$ cat src/rtl/line_writeback_if.sv
// AXI3 write-side channels (AW/W/B) between the write-back engine and memory.
interface line_writeback_if #(
    parameter int ID_WIDTH   = 4,
    parameter int ADDR_WIDTH = 32,
    parameter int DATA_WIDTH = 32
);
    logic [ID_WIDTH-1:0]     awid;
    logic [ADDR_WIDTH-1:0]   awaddr;
    logic [3:0]              awlen;
    logic [2:0]              awsize;
    logic [1:0]              awburst;
    logic                    awvalid;
    logic                    awready;

    logic [ID_WIDTH-1:0]     wid;
    logic [DATA_WIDTH-1:0]   wdata;
    logic [DATA_WIDTH/8-1:0] wstrb;
    logic                    wlast;
    logic                    wvalid;
    logic                    wready;

    logic [ID_WIDTH-1:0]     bid;
    logic [1:0]              bresp;
    logic                    bvalid;
    logic                    bready;

    modport master (
        output awid, awaddr, awlen, awsize, awburst, awvalid,
        input  awready,
        output wid, wdata, wstrb, wlast, wvalid,
        input  wready,
        input  bid, bresp, bvalid,
        output bready
    );

    modport slave (
        input  awid, awaddr, awlen, awsize, awburst, awvalid,
        output awready,
        input  wid, wdata, wstrb, wlast, wvalid,
        output wready,
        output bid, bresp, bvalid,
        input  bready
    );
endinterface

$ cat src/rtl/line_writeback.sv
// Drains one evicted cache line to memory as a single AXI3 INCR write burst.
// Optional LINE_WRITEBACK_QUERY_EN exposes the in-flight line for forwarding.
module line_writeback #(
    parameter int LINE_WIDTH = 256,
    parameter int AWID       = 2,
    parameter int BUS_WIDTH  = 4,
    // physical address width, i.e. $bits(phys_t)
    localparam int PHYS_WIDTH       = 32,
    localparam int LINE_BYTE_OFFSET = $clog2(LINE_WIDTH/8),
    localparam int LABEL_WIDTH      = PHYS_WIDTH - LINE_BYTE_OFFSET,
    localparam int BEATS            = LINE_WIDTH/32
) (
    input  logic                   clk,
    input  logic                   rst_n,
    input  logic [LABEL_WIDTH-1:0] label_i,
    input  logic [LINE_WIDTH-1:0]  data_i,
    input  logic                   req_vld,
    output logic                   ready,
    output logic                   done,
    output logic                   err,
`ifdef LINE_WRITEBACK_QUERY_EN
    input  logic [LABEL_WIDTH-1:0] query_label,
    output logic                   query_hit,
    output logic [LINE_WIDTH-1:0]  query_data,
`endif
    line_writeback_if.master       axi3_wr_if
);

    localparam int CNT_W = (BEATS > 1) ? $clog2(BEATS) : 1;
    localparam logic [CNT_W-1:0] LAST_BEAT = CNT_W'(BEATS-1);

    typedef enum logic [1:0] {IDLE, ADDR, DATA, RESP} state_t;

    state_t                 state, state_nxt;
    logic [LABEL_WIDTH-1:0] label_q;
    logic [LINE_WIDTH-1:0]  line_q;
    logic [CNT_W-1:0]       cnt;
    logic                   done_q, err_q;
    logic                   last_beat;
    logic                   unused_bid;

    assign last_beat  = (cnt == LAST_BEAT);
    assign unused_bid = ^axi3_wr_if.bid;

    always_ff @(posedge clk or negedge rst_n) begin
        if (!rst_n) state <= IDLE;
        else        state <= state_nxt;
    end

    always_comb begin
        state_nxt = state;
        case (state)
            IDLE: if (req_vld)                            state_nxt = ADDR;
            ADDR: if (axi3_wr_if.awready)                 state_nxt = DATA;
            DATA: if (axi3_wr_if.wready && last_beat)     state_nxt = RESP;
            RESP: if (axi3_wr_if.bvalid)                  state_nxt = IDLE;
            default:                                      state_nxt = IDLE;
        endcase
    end

    always_ff @(posedge clk or negedge rst_n) begin
        if (!rst_n) begin
            label_q <= '0;
            line_q  <= '0;
            cnt     <= '0;
            done_q  <= 1'b0;
            err_q   <= 1'b0;
        end else begin
            done_q <= 1'b0;
            err_q  <= 1'b0;
            case (state)
                IDLE: if (req_vld) begin
                    label_q <= label_i;
                    line_q  <= data_i;
                    cnt     <= '0;
                end
                DATA: if (axi3_wr_if.wready) cnt <= cnt + CNT_W'(1);
                RESP: if (axi3_wr_if.bvalid) begin
                    done_q <= 1'b1;
                    err_q  <= (axi3_wr_if.bresp != 2'b00);
                end
                default: ;
            endcase
        end
    end

    // All AXI outputs decode from state and registered data only.
    always_comb begin
        ready              = 1'b0;
        axi3_wr_if.awvalid = 1'b0;
        axi3_wr_if.wvalid  = 1'b0;
        axi3_wr_if.wlast   = 1'b0;
        axi3_wr_if.bready  = 1'b0;
        case (state)
            IDLE: ready = 1'b1;
            ADDR: axi3_wr_if.awvalid = 1'b1;
            DATA: begin
                axi3_wr_if.wvalid = 1'b1;
                axi3_wr_if.wlast  = last_beat;
            end
            RESP: axi3_wr_if.bready = 1'b1;
            default: ;
        endcase
    end

    assign axi3_wr_if.awid    = BUS_WIDTH'(AWID);
    assign axi3_wr_if.awaddr  = {label_q, {LINE_BYTE_OFFSET{1'b0}}};
    assign axi3_wr_if.awlen   = 4'(BEATS-1);
    assign axi3_wr_if.awsize  = 3'b010;
    assign axi3_wr_if.awburst = 2'b01;
    assign axi3_wr_if.wid     = BUS_WIDTH'(AWID);
    assign axi3_wr_if.wdata   = line_q[32*int'(cnt) +: 32];
    assign axi3_wr_if.wstrb   = 4'hF;

    assign done = done_q;
    assign err  = err_q;

`ifdef LINE_WRITEBACK_QUERY_EN
    assign query_hit  = (state != IDLE) && (query_label == label_q);
    assign query_data = line_q;
`endif

endmodule
$ cat src/flat_wrapper.sv
// flat-port wrapper written by rule: the top's interface ports become plain ports
module line_writeback_flat 
#(
    parameter int LINE_WIDTH = 256,
    parameter int AWID       = 2,
    parameter int BUS_WIDTH  = 4,
                                                 
    localparam int PHYS_WIDTH       = 32,
    localparam int LINE_BYTE_OFFSET = $clog2(LINE_WIDTH/8),
    localparam int LABEL_WIDTH      = PHYS_WIDTH - LINE_BYTE_OFFSET,
    localparam int BEATS            = LINE_WIDTH/32
)
  (clk, rst_n, label_i, data_i, req_vld, ready, done, err, axi3_wr_if_awid, axi3_wr_if_awaddr, axi3_wr_if_awlen, axi3_wr_if_awsize, axi3_wr_if_awburst, axi3_wr_if_awvalid, axi3_wr_if_awready, axi3_wr_if_wid, axi3_wr_if_wdata, axi3_wr_if_wstrb, axi3_wr_if_wlast, axi3_wr_if_wvalid, axi3_wr_if_wready, axi3_wr_if_bid, axi3_wr_if_bresp, axi3_wr_if_bvalid, axi3_wr_if_bready);
  line_writeback_if axi3_wr_if_i ();
  input  logic clk;
  input  logic rst_n;
  input  logic [LABEL_WIDTH-1:0] label_i;
  input  logic [LINE_WIDTH-1:0] data_i;
  input  logic req_vld;
  output logic ready;
  output logic done;
  output logic err;
  output wire logic [$bits(axi3_wr_if_i.awid)-1:0] axi3_wr_if_awid;
  output wire logic [$bits(axi3_wr_if_i.awaddr)-1:0] axi3_wr_if_awaddr;
  output wire logic [$bits(axi3_wr_if_i.awlen)-1:0] axi3_wr_if_awlen;
  output wire logic [$bits(axi3_wr_if_i.awsize)-1:0] axi3_wr_if_awsize;
  output wire logic [$bits(axi3_wr_if_i.awburst)-1:0] axi3_wr_if_awburst;
  output wire logic [$bits(axi3_wr_if_i.awvalid)-1:0] axi3_wr_if_awvalid;
  input wire logic [$bits(axi3_wr_if_i.awready)-1:0] axi3_wr_if_awready;
  output wire logic [$bits(axi3_wr_if_i.wid)-1:0] axi3_wr_if_wid;
  output wire logic [$bits(axi3_wr_if_i.wdata)-1:0] axi3_wr_if_wdata;
  output wire logic [$bits(axi3_wr_if_i.wstrb)-1:0] axi3_wr_if_wstrb;
  output wire logic [$bits(axi3_wr_if_i.wlast)-1:0] axi3_wr_if_wlast;
  output wire logic [$bits(axi3_wr_if_i.wvalid)-1:0] axi3_wr_if_wvalid;
  input wire logic [$bits(axi3_wr_if_i.wready)-1:0] axi3_wr_if_wready;
  input wire logic [$bits(axi3_wr_if_i.bid)-1:0] axi3_wr_if_bid;
  input wire logic [$bits(axi3_wr_if_i.bresp)-1:0] axi3_wr_if_bresp;
  input wire logic [$bits(axi3_wr_if_i.bvalid)-1:0] axi3_wr_if_bvalid;
  output wire logic [$bits(axi3_wr_if_i.bready)-1:0] axi3_wr_if_bready;
  assign axi3_wr_if_awid = axi3_wr_if_i.awid;
  assign axi3_wr_if_awaddr = axi3_wr_if_i.awaddr;
  assign axi3_wr_if_awlen = axi3_wr_if_i.awlen;
  assign axi3_wr_if_awsize = axi3_wr_if_i.awsize;
  assign axi3_wr_if_awburst = axi3_wr_if_i.awburst;
  assign axi3_wr_if_awvalid = axi3_wr_if_i.awvalid;
  assign axi3_wr_if_i.awready = axi3_wr_if_awready;
  assign axi3_wr_if_wid = axi3_wr_if_i.wid;
  assign axi3_wr_if_wdata = axi3_wr_if_i.wdata;
  assign axi3_wr_if_wstrb = axi3_wr_if_i.wstrb;
  assign axi3_wr_if_wlast = axi3_wr_if_i.wlast;
  assign axi3_wr_if_wvalid = axi3_wr_if_i.wvalid;
  assign axi3_wr_if_i.wready = axi3_wr_if_wready;
  assign axi3_wr_if_i.bid = axi3_wr_if_bid;
  assign axi3_wr_if_i.bresp = axi3_wr_if_bresp;
  assign axi3_wr_if_i.bvalid = axi3_wr_if_bvalid;
  assign axi3_wr_if_bready = axi3_wr_if_i.bready;
  line_writeback #(.LINE_WIDTH(LINE_WIDTH), .AWID(AWID), .BUS_WIDTH(BUS_WIDTH)) u_core (.clk(clk), .rst_n(rst_n), .label_i(label_i), .data_i(data_i), .req_vld(req_vld), .ready(ready), .done(done), .err(err), .axi3_wr_if(axi3_wr_if_i));
endmodule
$ cat config.mk
export PLATFORM = sky130hd
export DESIGN_NAME = line_writeback_flat
export DESIGN_NICKNAME = d
export VERILOG_FILES = /design/src/rtl/line_writeback_if.sv /design/src/rtl/line_writeback.sv /design/src/flat_wrapper.sv
export SDC_FILE = /design/constraint.sdc
export NUM_CORES = 1
export LEC_CHECK = 0
export BUFFER_PORTS_ARGS = -buffer_cell sky130_fd_sc_hd__buf_2
export CAP_MARGIN = 20
export CORE_MARGIN = 2
export CORE_UTILIZATION = 30
export DETAILED_ROUTE_END_ITERATION = 16
export PLACE_DENSITY_LB_ADDON = 0.3
export RECOVER_POWER = 25
export SLEW_MARGIN = 20
export SYNTH_ARGS = -nofsm -noshare
export SYNTH_HDL_FRONTEND = slang
export SYNTH_SLANG_ARGS = --single-unit
$ cat constraint.sdc
create_clock -name clk -period 4.17 [get_ports clk]
set_input_delay 0.834 -clock clk [delete_from_list [all_inputs] [get_ports clk]]
set_output_delay 0.834 -clock clk [all_outputs]
set_load 0.1 [all_outputs]
==> impl_metrics.env <==
export IMPL_core_um2=42800
export IMPL_fmax_mhz=282
export IMPL_die_area_um2=44800
export IMPL_drt_wirelength_per_cell_um=18.5
export IMPL_post_cts_resized=0
export IMPL_clock_latency_ns=0.54
export IMPL_drcViolationCount=0
export IMPL_syn_area_per_cell_um2=16.8
export IMPL_yosysWarnings=0
export IMPL_cts_made_buffers=36
export IMPL_crit_slowest_cell="mux4_4"
export IMPL_max_cap_violations=1
export IMPL_grt_overflow=0
export IMPL_synthArstFlopShare_pct=100
export IMPL_critPathArrivalTime_ns=2.71
export IMPL_clk_path_buf_depth=3
export IMPL_rsz0062_at_grt="false"
export IMPL_path_cells="buf_12 -> mux4_4 -> mux2_2 -> buf_2"
export IMPL_placementRows=76
export IMPL_synth_cell_type_count=22
export IMPL_drt_iter0_markers=293
export IMPL_ios=387
export IMPL_vias=7864
export IMPL_area_growth_pct=27.7
export IMPL_grt_pass1_vias=8565
export IMPL_fin_tns_setup_ns=0
export IMPL_drive_above_1_share_pct=70.3
export IMPL_mostFrequentLayoutCells="buf_2 (355), mux2_2 (318), dfrtp_1 (287)"
export IMPL_start_util_pct=30.3
export IMPL_ant_nets=0
export IMPL_vias_per_cell=4.59
export IMPL_synth_seq_cells=290
export IMPL_port_buffers=356
export IMPL_antenna_found_initial=18
export IMPL_grt_pass1_wl_um=48700
export IMPL_die_w_um=212
export IMPL_worstReg2RegStart="u_core.state[0]$_DFFE_PN0P_"
export IMPL_cts_sinks=290
export IMPL_seqCellArea_um2=7270
export IMPL_hpwl_um=22200
export IMPL_skew_ns=0.0226
export IMPL_holdCritPathClass="reg -> reg"
export IMPL_cp_end_kind="primary output"
export IMPL_outcome="finished with violations"
export IMPL_die_h_um=212
export IMPL_finalHoldViolCount=0
export IMPL_synth_top_flop_cell="dfrtp_1"
export IMPL_drt_pass1_iter_count=4
export IMPL_critPathMaxFanout=25
export IMPL_multi_input_area_um2=5310
export IMPL_slew_headroom_pct=-75.5
export IMPL_syn_cell_area_um2=12900
export IMPL_violations="max-capacitance violations, max-slew violations"
export IMPL_synth_edf_count=0
export IMPL_hold_slack_ns=0.497
export IMPL_finalCritPeriodShare_pct=85.0
export IMPL_hold_path_startpoint="u_core.line_q[175]$_DFFE_PN0P_"
export IMPL_grtUsageTotal_pct=14.3
export IMPL_nets=1438
export IMPL_report_final_slew_viol_count=95
export IMPL_routabilityCongestion=0.730
export IMPL_cts_tree="built"
export IMPL_layout_commonest_cell="buf_2"
export IMPL_yosys_top_cells_area="dfrtp_1 (56%), mux2_2 (28%), mux4_2 (10%)"
export IMPL_synth_seq_area_share_pct=56.0
export IMPL_grt_max_degree=98
export IMPL_cts_root_buffer="clkbuf_16"
export IMPL_synth_largest_area_cell="dfrtp_1"
export IMPL_max_slew_worst_pin_slew_ns=2.63
export IMPL_htree_levels=2
export IMPL_setup_viol=0
export IMPL_fin_crit_ns=3.54
export IMPL_synth_top_cell_area_share_pct=56.0
export IMPL_syn_instance_count=773
export IMPL_cts_reportedPaths_clkPinSlew_ns=0.06
export IMPL_cts_hold_buf=0
export IMPL_cts_setup_buffers=0
export IMPL_cpPeakStageDelay_ns=0.68
export IMPL_crit_start="u_core.cnt[0]$_DFFE_PN0P_"
export IMPL_fill_cells=4107
export IMPL_critPathKind="reg -> out"
export IMPL_crit_path_start_kind="flop"
export IMPL_drt_wl_total_um=31700
export IMPL_critical_path_required_ns=3.34
[stage by stage]
| step | cells | instance area [µm²] | utilization [%] | worst slack (ns) |
|---|---|---|---|---|
| after global placement | 1645 | 15400 | 35.9 | 1.09 |
| after floorplan | 797 | 13000 | - | 1.16 |
| after global routing | 1710 | 16500 | 38.6 | 0.433 |
| final | 1713 | 16500 | 38.6 | 0.626 |
| after detailed placement | 1645 | 15400 | 35.9 | 1.09 |
| after CTS | 1708 | 16500 | 38.6 | 0.477 |
[sequential cells by signal, indices dropped and copies added, names as in the netlist]
name,flops
u_core.line_q,256
u_core.label_q,27
u_core.cnt,3
u_core.state,2
u_core.done,1
u_core.err,1
[worst max-delay path: cells and delay by family (launching register included)]
| family | cells | cell delay [ns] |
|---|---|---|
| flops | 1 | 0.62 |
| buf+inv | 2 | 0.57 |
| mux | 2 | 0.97 |
[per-layer routing]
layer  routed length (µm)  vias up  part of all wire [%]  track usage [%]
li1                     -     3536                     -                -
met1                12800     3983                    40             16.8
met2                15000      249                    47             23.4
met3                 3000       70                   9.5             6.28
met4                  708       26                   2.2             4.86
met5                  192        -                  0.61                0
[cell usage after synthesis, types with 3 or more instances]
cell,instances
clkbuf_1,9
dfrtp_1,290
mux2_2,318
mux4_2,58
and2_1,3
buf_6,6
mux4_4,4
ha_1,6
inv_1,5
buf_2,32
buf_4,26
[path summary, 6_finish.rpt]
| path | to | slack, ns | depth (start not counted) |
|---|---|---|---|
| max in group asynchronous | u_core.cnt[0]$_DFFE_PN0P_ | 1.18 | 1 |
| worst min register to register | u_core.line_q[175]$_DFFE_PN0P_ | 0.50 | 1 |
| worst max-delay path | axi3_wr_if_wdata[0] | 0.63 | 4 |
| worst max register to register | u_core.line_q[44]$_DFFE_PN0P_ | 1.80 | 5 |
| worst min-delay path | u_core.line_q[175]$_DFFE_PN0P_ | 0.50 | 1 |
| min in group asynchronous | u_core.line_q[132]$_DFFE_PN0P_ | 1.10 | 1 |
[area by class of cell]
type                            count  area share (%)
Multi-Input combinational cell    427            32.1
Clock inverter                     11           0.734
Inverter                            5           0.113
Tap cell                          546            4.13
Antenna cell                        5          0.0757
Timing Repair Buffer              377            12.6
Clock buffer                       52            6.36
Sequential cell                   290            43.9
[logic make-up (layout without fill, tap and decap cells)]
| kind of cell | after synthesis | after routing | share of synthesized area [%] |
|---|---|---|---|
| fa+ha+maj | 6 | 6 | 0.580 |
| flops | 290 | 290 | 56.0 |
| simple gates | 8 | 8 | 0.358 |
| compound gates | 5 | 5 | 0.309 |
| buf+inv | 80 | 445 | 3.73 |
| other cells | 2 | 31 | 0.0580 |
| mux | 382 | 382 | 38.9 |
Power is left out: the tool's default activity adds up to more than one toggle a clock period on the data nets, which glitch-free logic cannot reach.
